File: config.mk
export PLATFORM = sky130hd
export DESIGN_NAME = davranis_cozucu
export DESIGN_NICKNAME = d
export VERILOG_FILES = /design/src/rtl/davranis_pkg.sv /design/src/rtl/davranis_cozucu_sayac_doygun.sv /design/src/rtl/davranis_cozucu.sv
export SDC_FILE = /design/constraint.sdc
export NUM_CORES = 1
export LEC_CHECK = 0
export CORE_MARGIN = 5
export CORE_UTILIZATION = 47
export DETAILED_ROUTE_END_ITERATION = 6
export PLACE_DENSITY = 0.71
export SLEW_MARGIN = 10
export SYNTH_ARGS = -nofsm -noshare
export SYNTH_HDL_FRONTEND = slang
export SYNTH_HIERARCHICAL = 1
export SYNTH_SLANG_ARGS = --single-unit
export TNS_END_PERCENT = 100
File: constraint.sdc
create_clock -name clk -period 2.4 [get_ports clk]
set_input_delay 0.48 -clock clk [delete_from_list [all_inputs] [get_ports clk]]
set_output_delay 0.48 -clock clk [all_outputs]
set_load 0.02 [all_outputs]
File: src/rtl/davranis_pkg.sv
// Shared definitions for the behaviour filter link: widths, decoder FSM states, codeword builder.
// Latency: n/a (package).
// Backpressure: n/a (package).
package davranis_pkg;

  localparam int KOD_W = 5;
  localparam int SAF_W = 3;

  typedef enum logic [1:0] {BOS, TOPLA, COZ} durum_t;

  function automatic logic [KOD_W-1:0] kodla(input logic [SAF_W-1:0] saf);
    return {saf, saf[2] ^ saf[1], saf[1] ^ saf[0]};
  endfunction

endpackage

File: src/rtl/davranis_cozucu_sayac_doygun.sv
// Saturating event counter: increments on artir, sticks at all-ones.
// Latency: count visible one cycle after artir.
// Backpressure: none, artir is sampled every cycle.
module sayac_doygun #(
  parameter int W = 8
) (
  input  logic         clk,
  input  logic         rst_n,
  input  logic         artir,
  output logic [W-1:0] deger
);

  always_ff @(posedge clk or negedge rst_n) begin
    if (!rst_n) begin
      deger <= '0;
    end else if (artir && (deger != {W{1'b1}})) begin
      deger <= deger + {{(W-1){1'b0}}, 1'b1};
    end
  end

endmodule

File: src/rtl/davranis_cozucu.sv
// Serial codeword receiver: collects 5 bits MSB-first, checks parity, emits saf or an error pulse.
// Latency: result registered one cycle after the 5th bit is accepted; abort error on the restart bit.
// Backpressure: hazir drops for the single decode cycle only.
module davranis_cozucu
  import davranis_pkg::*;
#(
  parameter int SAYAC_W = 8
) (
  input  logic               clk,
  input  logic               rst_n,
  input  logic               baslat,
  input  logic               seri_gecerli,
  input  logic               seri_veri,
  output logic               hazir,
  output logic [SAF_W-1:0]   saf_cikis,
  output logic               cikis_gecerli,
  output logic               hata,
  output logic [SAYAC_W-1:0] gecerli_sayac,
  output logic [SAYAC_W-1:0] hata_sayac
);

  durum_t           durum, durum_d;
  logic [KOD_W-1:0] kayit, kayit_d;
  logic [2:0]       sayi, sayi_d;
  logic [SAF_W-1:0] saf_d;
  logic             gecerli_d, hata_d;
  logic             kabul;

  assign hazir = (durum != COZ);
  assign kabul = seri_gecerli && hazir;

  always_ff @(posedge clk or negedge rst_n) begin
    if (!rst_n) begin
      durum         <= BOS;
      kayit         <= '0;
      sayi          <= '0;
      saf_cikis     <= '0;
      cikis_gecerli <= 1'b0;
      hata          <= 1'b0;
    end else begin
      durum         <= durum_d;
      kayit         <= kayit_d;
      sayi          <= sayi_d;
      saf_cikis     <= saf_d;
      cikis_gecerli <= gecerli_d;
      hata          <= hata_d;
    end
  end

  always_comb begin
    durum_d   = durum;
    kayit_d   = kayit;
    sayi_d    = sayi;
    saf_d     = saf_cikis;
    gecerli_d = 1'b0;
    hata_d    = 1'b0;
    case (durum)
      BOS: begin
        if (kabul && baslat) begin
          kayit_d = {{(KOD_W-1){1'b0}}, seri_veri};
          sayi_d  = 3'd1;
          durum_d = TOPLA;
        end
      end
      TOPLA: begin
        if (kabul) begin
          if (baslat) begin
            // a new start mid-frame drops the partial word and restarts on this bit
            kayit_d = {{(KOD_W-1){1'b0}}, seri_veri};
            sayi_d  = 3'd1;
            hata_d  = 1'b1;
          end else begin
            kayit_d = {kayit[KOD_W-2:0], seri_veri};
            sayi_d  = sayi + 3'd1;
            if (sayi == 3'(KOD_W-1)) begin
              durum_d = COZ;
            end
          end
        end
      end
      COZ: begin
        if (kayit == kodla(kayit[KOD_W-1:KOD_W-SAF_W])) begin
          saf_d     = kayit[KOD_W-1:KOD_W-SAF_W];
          gecerli_d = 1'b1;
        end else begin
          hata_d = 1'b1;
        end
        sayi_d  = '0;
        durum_d = BOS;
      end
      default: durum_d = BOS;
    endcase
  end

  sayac_doygun #(.W(SAYAC_W)) u_gecerli_sayac (
    .clk   (clk),
    .rst_n (rst_n),
    .artir (gecerli_d),
    .deger (gecerli_sayac)
  );

  sayac_doygun #(.W(SAYAC_W)) u_hata_sayac (
    .clk   (clk),
    .rst_n (rst_n),
    .artir (hata_d),
    .deger (hata_sayac)
  );

endmodule

Word-level counts from Yosys, hierarchy flattened
Index checks and enable logic that the tools add are counted.
{"block": "totals", "regBits": 31, "in_bits": 5, "output_inout_bits": 22, "wordCells": 54}
{"block": "op_classes", "n_addsub": 3, "n_eq_ne": 11, "muxes": 19, "bitwise": 2, "n_reduce_logical": 11}
{"operator": "8-bit by 1-bit adder with 8-bit output, second input constant", "count": 2}
{"operator": "8-bit != test, second input constant", "count": 2}
{"operator": "5-bit 2-to-1 mux", "count": 3}
{"operator": "2-bit != test, second input constant", "count": 5}
{"operator": "5-bit case mux with 2 select lines", "count": 1}
{"operator": "3-bit 2-to-1 mux", "count": 3}
{"operator": "3-bit case mux with 3 select lines", "count": 1}
{"operator": "2-bit 2-to-1 mux", "count": 4}
{"operator": "3-bit AND reduction", "count": 2}
{"operator": "1-bit 2-to-1 mux", "count": 5}
{"operator": "1-bit logical AND", "count": 4}
{"operator": "2-bit case mux with 2 select lines", "count": 1}
{"operator": "4-bit AND reduction", "count": 1}
{"operator": "3-bit by 1-bit adder with 3-bit output, second input constant", "count": 1}
{"operator": "3-bit == test, second input constant", "count": 1}
{"operator": "3-bit nonzero test", "count": 1}
{"operator": "2-bit by 1-bit == test with 1-bit output, second input constant", "count": 1}
{"operator": "2-bit == test", "count": 1}
{"operator": "2-bit == test, second input constant", "count": 1}
{"operator": "2-bit logical NOT", "count": 1}
{"operator": "1-bit case mux with 2 select lines", "count": 1}
{"operator": "2-bit AND reduction", "count": 1}
{"operator": "2-bit nonzero test", "count": 1}
{"operator": "1-bit XOR", "count": 2}

Longest topological paths before layout
Gate-level depths: netlist (run 1).
{"block": "depth", "word_depth": 5, "mapped_depth": 8, "ltp_nobuf": 8}

Cells and area by module
Netlist (run 1), hierarchy kept.
{"mod": "davranis_cozucu", "instances": 1, "cells_each": 83, "area_per_inst_um2": 853.3, "seq_area_each_um2": 375.4}
{"mod": "sayac_doygun", "instances": 2, "cells_each": 34, "area_per_inst_um2": 407.9, "seq_area_each_um2": 200.2}

Worst setup path after synthesis (run 1)
OpenSTA, ideal clock, no wires.
{"block": "synth_timing", "kind": "flip-flop to flip-flop", "startpoint": "register durum[0]", "endpoint": "register u_hata_sayac.deger[5]", "setup_ns": 0.125, "arrival_ns": 2.124, "required_ns": 2.275, "setup_slack_ns": 0.151, "path_stages_with_launch": 9, "n_path_buf": 0, "synth_period_minus_slack_ns": 2.249, "cell_sequence": "dfrtp_1 > inv_1 > ha_1 > nand4_1 > o31ai_4 > nor3b_1 > and4_4 > nand3_2 > mux2_4"}
{"block": "synth_via", "elab_chain_len": 5, "elab_cells_between_ends": 7, "cone_classes": "eq/ne: 3; mux: 2; reduce/logical: 2"}
{"item": "start, declared", "line": "davranis_cozucu.sv:22", "source": "durum_t durum, durum_d;"}
{"item": "start signal, assigned", "line": "davranis_cozucu.sv:41", "source": "durum <= durum_d;"}
{"item": "2-bit != test", "line": "davranis_cozucu.sv:29", "source": "assign hazir = (durum != COZ);"}
{"item": "1-bit logical AND", "line": "davranis_cozucu.sv:30", "source": "assign kabul = seri_gecerli && hazir;"}
{"item": "1-bit 2-to-1 mux", "line": "davranis_cozucu.sv:66", "source": "if (kabul) begin"}
{"item": "1-bit case mux with 2 select lines (*)", "line": "davranis_cozucu.sv:57", "source": "case (durum)"}
{"item": "net hata_d", "line": "davranis_cozucu.sv:26", "source": "logic gecerli_d, hata_d;"}
{"item": "1-bit logical AND (*)", "line": "davranis_cozucu_sayac_doygun.sv:16", "source": "end else if (artir && (deger != {W{1'b1}})) begin"}
{"item": "end signal, assigned", "line": "davranis_cozucu_sayac_doygun.sv:17", "source": "deger <= deger + {{(W-1){1'b0}}, 1'b1};"}
{"item": "end, declared", "line": "davranis_cozucu_sayac_doygun.sv:10", "source": "output logic [W-1:0] deger"}
The timed path passes the listed nets; every way through them passes the cells marked *.
A chain may end at the register's enable or synchronous reset.

Worst setup path in the final report (run 1)
{"block": "layout_timing", "startpoint": "register durum[0]", "endpoint": "output port hazir"}
{"block": "layout_via", "elab_chain_len": 1}
{"item": "2-bit != test", "line": "davranis_cozucu.sv:29"}
{"item": "end, declared", "line": "davranis_cozucu.sv:14", "source": "output logic hazir,"}
No other way between the ends.

==> results of run 1 <==
[registers in the layout, summed over array words and instances (netlist names)]
register and count:
u_hata_sayac/deger 8, cikis_gecerli 1, kayit 5, sayi 3
u_gecerli_sayac/deger 8, hata 1, durum 2, saf_cikis 3
[how the worst min path moves through the flow]
stage | startpoint | to | slack, ps
2_1_floorplan | rst_n | cikis_gecerli | 180
6_report | saf_cikis[0] | saf_cikis[0] | 520
4_1_cts | saf_cikis[0] | saf_cikis[0] | 530
3_3_place_gp | saf_cikis[1] | saf_cikis[1] | 500
5_1_grt | saf_cikis[0] | saf_cikis[0] | 530
3_5_place_dp | saf_cikis[0] | saf_cikis[0] | 500
[cell families after synthesis]
logic type / count (synthesis) / share of synthesized area
AO/OA/AOI/OAI: 35 / 0.153
buffers and inverters: 10 / 0.0225
adder cells (fa/ha/maj): 8 / 0.0600
AND/OR/NAND/NOR: 50 / 0.178
XOR/XNOR: 6 / 0.0405
multiplexers: 11 / 0.0810
flip-flops: 31 / 0.465
[cell usage after synthesis (3+ instances only)]
cell / number / share of area
inv_1: 9 / 0.020
mux2i_1: 3 / 0.018
ha_1: 8 / 0.060
nand3_1: 11 / 0.033
nand2_1: 11 / 0.025
mux2_4: 4 / 0.036
nand2b_1: 3 / 0.011
o21ai_0: 8 / 0.024
dfrtp_1: 31 / 0.46
nor2_1: 4 / 0.0090
a21oi_1: 7 / 0.021
a41oi_1: 4 / 0.021
nand4_1: 3 / 0.011
a31oi_1: 5 / 0.019
nand3b_1: 3 / 0.013
[stage by stage]
| stage | std cells | util |
|---|---|---|
| 4_1_cts | 235 | 0.622 |
| 3_5_place_dp | 227 | 0.596 |
| 6_report | 235 | 0.622 |
| 5_1_grt | 235 | 0.622 |
| 2_1_floorplan | 151 | - |
| 3_3_place_gp | 227 | 0.596 |
[power groups by stage]
stage	clock network (µW)	logic, µW	registers, µW
2_1_floorplan	0	309	750
3_3_place_gp	0	536	707
3_5_place_dp	0	556	714
4_1_cts	428	561	705
5_1_grt	452	616	717
6_report	415	557	705
[final cells by class]
type                       count  area (µm²)
tap                           46        57.6
timing repair buffer          31         298
clock buffer                   6        51.3
clock inverter                 2        35.0
inverter                       9        33.8
fill                         281        1280
multi-input combinational    110         856
sequential                    31         776
[layer usage]
layer / up-vias / GRT usage / share of wire
met5: - / 0 / 0
met4: 0 / 0.0629 / 0.0051
met3: 2 / 0.0435 / 0.043
met2: 28 / 0.211 / 0.46
met1: 632 / 0.184 / 0.49
li1: 632 / - / -
[worst reg2reg max path: cells and delay by family (launching register included)]
family,cells,cell delay (ps)
adder cells (fa/ha/maj),1,280
flip-flops,1,380
multiplexers,1,300
AO/OA/AOI/OAI,1,100
AND/OR/NAND/NOR,4,990
buffers and inverters,1,80
==> impl_metrics.tcl, run 1 <==
set metrics [dict create \
    status "completed" \
    cts-hold-fix-buffers 0 \
    synth_ff_type "dfrtp_1" \
    cts.sinks 31 \
    post_dp_cell_area_um2 2020 \
    routedWlPerCell_um 14.2 \
    area_growth_pct 26.2 \
    r2r-end "u_hata_sayac/deger[5]" \
    crit_type "reg -> out" \
    arrival_ps 1750 \
    min_period_ps 2230 \
    cts-root-buf "clkbuf_4" \
    numCtsBuffers 5 \
    ios 27 \
    routed_wl_mm 3.34 \
    design_area_um2 2110 \
    vias 1294 \
    cts_resized 0 \
    fp.dieArea_um2 4840 \
    cp_num_buf_inv 3 \
    path_delay_family "buffers and inverters" \
    hold_depth 1 \
    syn_area_um2 1670 \
    crit_chain "inv_1 -> ha_1 -> inv_1 -> clkdlybuf4s50_1" \
    start_kind "flop" \
    finClkSkew_ps 10.3 \
    grt_pass1_wl_mm 5.53 \
    cp-startpoint "durum[0]" \
    drv_slew 0 \
    initial_core_util 0.492 \
    p_sw_frac 0.340 \
    fp.dieH_um 69.6 \
    layout_commonest_cell "dfrtp_1" \
    hold_path.class "reg -> reg" \
    intPower_uw 1110 \
    p_seq_frac 0.420 \
    power.density_nw_per_um2 796 \
    cts_tree "yes" \
    rsz0062_at_grt "no" \
    cp.required_ps 1920 \
    max_slew_margin 0.711 \
    cp_slowest_stage_delay_ps 600 \
    postCtsSetupBuffers 0 \
    p_leak_uw 0.000933 \
    post-route-period-util 0.930 \
    overflow 0 \
    tightest_slew_ps 433 \
    worst_slack_ps 168 \
    via_per_inst 5.51 \
    clkPwrFrac 0.247 \
    critPathMaxFanout 7 \
    antenna_found_initial 0 \
    grt_pass1_vias 1248 \
    switchingPower_uw 570 \
    drtIter0Drc 49 \
    dr.pass1.iters 4 \
    io_buffers 26 \
    drive_gt1_frac 0.175 \
    place_hpwl_mm 2.50 \
    async_flop_share 1.00 \
    grt_use_total 0.140 \
    drc 0 \
    pre_cts_ws_ps 72.0 \
    grt_start_max_net_pins 32 \
    p_comb_frac 0.332 \
    finalWeightedCongestion 0.846 \
    cts_buffer_depth 2 \
    hold_violations 0 \
    fin_nets 201 \
    avgSynthCellArea_um2 11.1 \
    synth_edf_count 0 \
    synth_nets 164 \
    core.rowCount 21 \
    coreArea_um2 3390 \
    maxCapViolations 0 \
    crit_path_top_delay_cell "clkdlybuf4s50_1" \
    cpMostUsedCell "inv_1" \
    path_clk_slew_ps 90 \
    worstSetupEndpointType "output port" \
    final_cell_mix "31 x dfrtp_1, 26 x clkdlybuf4s50_1, 11 x nand2_1, 11 x nand3_1, 9 x inv_1" \
    rr_worst_depth 8 \
    timing.fmax_mhz 448 \
    setup_viol 0 \
    worstReg2RegStart "durum[0]" \
    clock_latency_ps 320 \
    cts_max_level 2 \
    cp_num_cells 4 \
    ys.warnings.count 6 \
    fp.dieW_um 69.6 \
    synth.distinct_cells 38 \
    r2r_slack_ps 170 \
    setup.worst_path.end "hazir" \
    fin_tns_setup_ps 0 \
    power_uw 1680 \
    ys_seq_area_frac 0.465 \
    postRouteAntennaNets 0 \
    netlist_instances 151 \
    ys_ff_latch 31 \
    antennaDiodeCount 0 \
    whs_ps 517 \
    ir_drop_mv 0.716 \
]
Power figures use the tool's default switching activity.
==> run 2: changes to the inputs <==
- PLACE_DENSITY: 0.71 -> 0.8
==> run 2 against run 1 <==
Against the previous run: sequential power is essentially flat; final cell count shrank 0.85%; maximum frequency shrank 0.89%; clock-buffer cell count is the same; sequential share of layout area grew 0.67 points; core utilization shrank 1.1 points; hold slack gained 5.6 ps; critical path type unchanged; largest power group unchanged; highest routed layer unchanged.
==> impl_metrics.tcl, run 2 (same netlist as run 1, synthesis figures left out) <==
set metrics [dict create \
    finalWeightedCongestion 0.834 \
    routedWlPerCell_um 14.7 \
    maxCapViolations 0 \
    min_period_ps 2250 \
    overflow 0 \
    start_kind "flop" \
    cp.required_ps 1920 \
    fp.dieW_um 69.6 \
    cts-root-buf "clkbuf_4" \
    power_uw 1560 \
    crit_type "reg -> out" \
    cts_max_level 2 \
    timing.fmax_mhz 444 \
    coreArea_um2 3390 \
    cts_buffer_depth 2 \
    grt_pass1_wl_mm 5.84 \
    drtIter0Drc 82 \
    cts.sinks 31 \
    reg_top3 "u_gecerli_sayac/deger x8, u_hata_sayac/deger x8, kayit x5" \
    rsz0062_at_grt "no" \
    fin_nets 200 \
    ir_drop_mv 0.680 \
    arrival_ps 1770 \
    area_growth_pct 24.0 \
    layout_commonest_cell "dfrtp_1" \
    hold_violations 0 \
    setup_viol 0 \
    dr.pass1.iters 4 \
    place_hpwl_mm 2.54 \
    core.rowCount 21 \
    grt_pass1_vias 1313 \
    drc 0 \
    clkPwrFrac 0.195 \
    drive_gt1_frac 0.166 \
    postCtsSetupBuffers 0 \
    finClkSkew_ps 7.47 \
    p_seq_frac 0.451 \
    power.density_nw_per_um2 756 \
    switchingPower_uw 571 \
    via_per_inst 5.56 \
    status "completed" \
    grt_start_max_net_pins 32 \
    n_fill_cell 295 \
    p_comb_frac 0.355 \
    numCtsBuffers 5 \
    initial_core_util 0.492 \
    cts_tree "yes" \
    critPathMaxFanout 7 \
    ios 27 \
    post-route-period-util 0.938 \
    postRouteAntennaNets 0 \
    hold_path.class "reg -> reg" \
    grt_use_total 0.148 \
    intPower_uw 994 \
    worstSetupEndpointType "output port" \
    regArea_um2 776 \
    fp.dieH_um 69.6 \
    path_clk_slew_ps 100 \
    clock_latency_ps 320 \
    vias 1296 \
    cts-hold-fix-buffers 0 \
    p_sw_frac 0.365 \
    multi_input_area_um2 856 \
    io_buffers 26 \
    routed_wl_mm 3.44 \
    antennaDiodeCount 0 \
    antenna_found_initial 0 \
    max_slew_margin 0.655 \
    fin_tns_setup_ps 0 \
    final_cell_mix "31 x dfrtp_1, 26 x clkdlybuf4s50_1, 11 x nand2_1, 11 x nand3_1, 9 x inv_1" \
    p_leak_uw 0.000914 \
    drv_slew 0 \
    cts_resized 0 \
    fp.dieArea_um2 4840 \
    tightest_slew_ps 516 \
]
==> run 2: path summary, 6_finish.rpt <==
| check | startpoint | to | slack (ps) | cells past startpoint |
|---|---|---|---|---|
| worst min register to register | saf_cikis[0] | saf_cikis[0] | 520 | 1 |
| worst max register to register | durum[0] | u_gecerli_sayac/deger[5] | 220 | 8 |
| worst min-delay path | saf_cikis[0] | saf_cikis[0] | 520 | 1 |
| worst max-delay path | durum[0] | hazir | 150 | 4 |
| max in group asynchronous | rst_n | u_hata_sayac/deger[5] | 1570 | 2 |
| min in group asynchronous | rst_n | hata | 540 | 2 |
==> run 2: layout make-up <==
class,instances,area share
multi-input cells,110,0.414
clock buffers,6,0.0248
well taps,46,0.0278
repair buffers,30,0.140
inverters,9,0.0163
flip-flops and latches,31,0.375
clock inverters,1,0.00242
==> run 2: power groups by stage <==
stage / clock, µW / combinational [µW] / sequential [µW]
2_1_floorplan: 0 / 309 / 750
3_3_place_gp: 0 / 525 / 707
5_1_grt: 338 / 612 / 720
3_5_place_dp: 0 / 557 / 714
6_report: 305 / 555 / 705
4_1_cts: 313 / 561 / 704
==> run 2: per-layer routing <==
metal | GRT usage | wire [µm]
met2 | 0.249 | 1690
met1 | 0.181 | 1570
met5 | 0 | 0
met4 | 0.0456 | 34
met3 | 0.0464 | 142
==> run 2: per-stage QoR <==
stage          worst slack, ps  instance area [µm²]  cells  hold slack, ps   util
6_report                   148                 2070    233             522  0.611
5_1_grt                   44.9                 2070    233             551  0.611
4_1_cts                    132                 2070    233             529  0.611
3_5_place_dp              91.4                 2010    226             508  0.594
3_3_place_gp               138                 2010    226             496  0.594
2_1_floorplan              151                 1670    151             184      -
==> run 2: worst max-delay path, cell delays in order, from the launching register on <==
cell             delay (ps)
dfrtp_1                 380
inv_1                    90
ha_1                    290
inv_1                   100
clkdlybuf4s50_1         600
==> run 3: changes to the inputs <==
- CORE_MARGIN: 5 -> unset
- CTS_BUF_LIST: unset -> sky130_fd_sc_hd__clkbuf_8 sky130_fd_sc_hd__clkbuf_16
==> run 3 against run 2 <==
Against the previous run: die area decreased by 22%; worst setup slack better by 51 ps; maximum frequency increased by 2.3%; critical path type unchanged.
==> impl_metrics.tcl, run 3 (same netlist as run 1, synthesis figures left out) <==
set metrics [dict create \
    status "completed" \
    cts_max_level 2 \
    overflow 0 \
    max_slew_margin 0.641 \
    intPower_uw 1050 \
    power.density_nw_per_um2 783 \
    cts_resized 0 \
    arrival_ps 1720 \
    cts_tree "yes" \
    final_core_util 0.623 \
    drv_slew 0 \
    fp.dieH_um 61.6 \
    rsz0062_at_grt "no" \
    start_kind "flop" \
    numCtsBuffers 5 \
    routed_wl_mm 3.39 \
    min_period_ps 2200 \
    p_comb_frac 0.340 \
    fp.dieArea_um2 3790 \
    ir_drop_mv 0.673 \
    crit_type "reg -> out" \
    p_seq_frac 0.432 \
    drc 0 \
    core.rowCount 21 \
    p_leak_uw 0.000930 \
    worstSetupEndpointType "output port" \
    io_buffers 26 \
    drive_gt1_frac 0.160 \
    path_clk_slew_ps 60 \
    finClkSkew_ps 6.46 \
    layout_commonest_cell "dfrtp_1" \
    cts-root-buf "clkbuf_8" \
    reg_top3 "u_gecerli_sayac/deger x8, u_hata_sayac/deger x8, kayit x5" \
    cts_buffer_depth 2 \
    postCtsSetupBuffers 0 \
    area_growth_pct 25.5 \
    cts.sinks 31 \
    design_area_um2 2090 \
    coreArea_um2 3360 \
    place_hpwl_mm 2.51 \
    grt_pass1_wl_mm 5.51 \
    hold_path.class "reg -> reg" \
    finalWeightedCongestion 0.806 \
    pre_cts_ws_ps 117 \
    post_dp_cell_area_um2 2010 \
    worstReg2RegStart "durum[0]" \
    post-route-period-util 0.917 \
    hp-start "saf_cikis[0]" \
    critPathMaxFanout 7 \
    switchingPower_uw 585 \
    fin_nets 200 \
    clock_latency_ps 280 \
    grt_start_max_net_pins 32 \
    ios 27 \
    worst_slack_ps 199 \
    dr.pass1.iters 4 \
    initial_core_util 0.496 \
    cp.required_ps 1920 \
    fin_tns_setup_ps 0 \
    maxCapViolations 0 \
    postRouteAntennaNets 0 \
    vias 1304 \
    grt_pass1_vias 1252 \
    cp-startpoint "durum[0]" \
    final_cell_mix "31 x dfrtp_1, 26 x clkdlybuf4s50_1, 11 x inv_1, 11 x nand2_1, 11 x nand3_1" \
    drtIter0Drc 50 \
    routedWlPerCell_um 14.5 \
    clkPwrFrac 0.229 \
    fp.dieW_um 61.6 \
    hold_violations 0 \
    via_per_inst 5.57 \
    antenna_found_initial 0 \
    cts-hold-fix-buffers 0 \
    grt_use_total 0.209 \
    antennaDiodeCount 0 \
    setup_viol 0 \
    tightest_slew_ps 537 \
    p_sw_frac 0.357 \
    timing.fmax_mhz 454 \
]
## run 3: changes by cell type in the layout (fill, tap and decap cells not counted), sizes merged
cell and delta:
inv +2, clkbuf -1
## run 3: final timing paths
check / to / slack [ps] / cells past startpoint
worst max-delay path: hazir / 200 / 4
worst min-delay path: saf_cikis[0] / 510 / 1
worst max register to register: u_gecerli_sayac/deger[5] / 210 / 8
worst min register to register: saf_cikis[0] / 510 / 1
max in group asynchronous: u_gecerli_sayac/deger[4] / 1540 / 2
min in group asynchronous: sayi[1] / 580 / 2
## run 3: cell type report
| class | count | area (µm²) |
|---|---|---|
| fillers | 298 | 1270 |
| well taps | 46 | 57.6 |
| inverters | 9 | 33.8 |
| clock inverters | 3 | 12.5 |
| multi-input cells | 110 | 856 |
| flip-flops and latches | 31 | 776 |
| clock buffers | 5 | 68.8 |
| repair buffers | 30 | 290 |
## run 3: metrics by stage
step	hold WS, ps	std cells	total power [µW]
2_1_floorplan	184	151	1060
3_3_place_gp	495	226	1230
3_5_place_dp	506	226	1270
4_1_cts	522	234	1650
5_1_grt	535	234	1740
6_report	514	234	1640
## run 3: critical path, stage by stage (launching register included)
cell and delay (ps):
dfrtp_1 370, inv_1 80, ha_1 290, inv_1 100, clkdlybuf4s50_1 600
## run 3: per-layer routing
metal | wire (µm) | global-route usage | vias up
met2 | 1760 | 0.341 | 31
met4 | 38 | 0.0635 | 0
li1 | - | - | 626
met5 | 0 | 0 | -
met1 | 1440 | 0.254 | 642
met3 | 147 | 0.0840 | 5
## run 3: power groups by stage
| stage | logic, µW | registers, µW | clock network (µW) |
|---|---|---|---|
| 2_1_floorplan | 309 | 750 | 0 |
| 3_3_place_gp | 522 | 706 | 0 |
| 3_5_place_dp | 557 | 716 | 0 |
| 4_1_cts | 561 | 708 | 381 |
| 5_1_grt | 614 | 719 | 411 |
| 6_report | 557 | 708 | 375 |
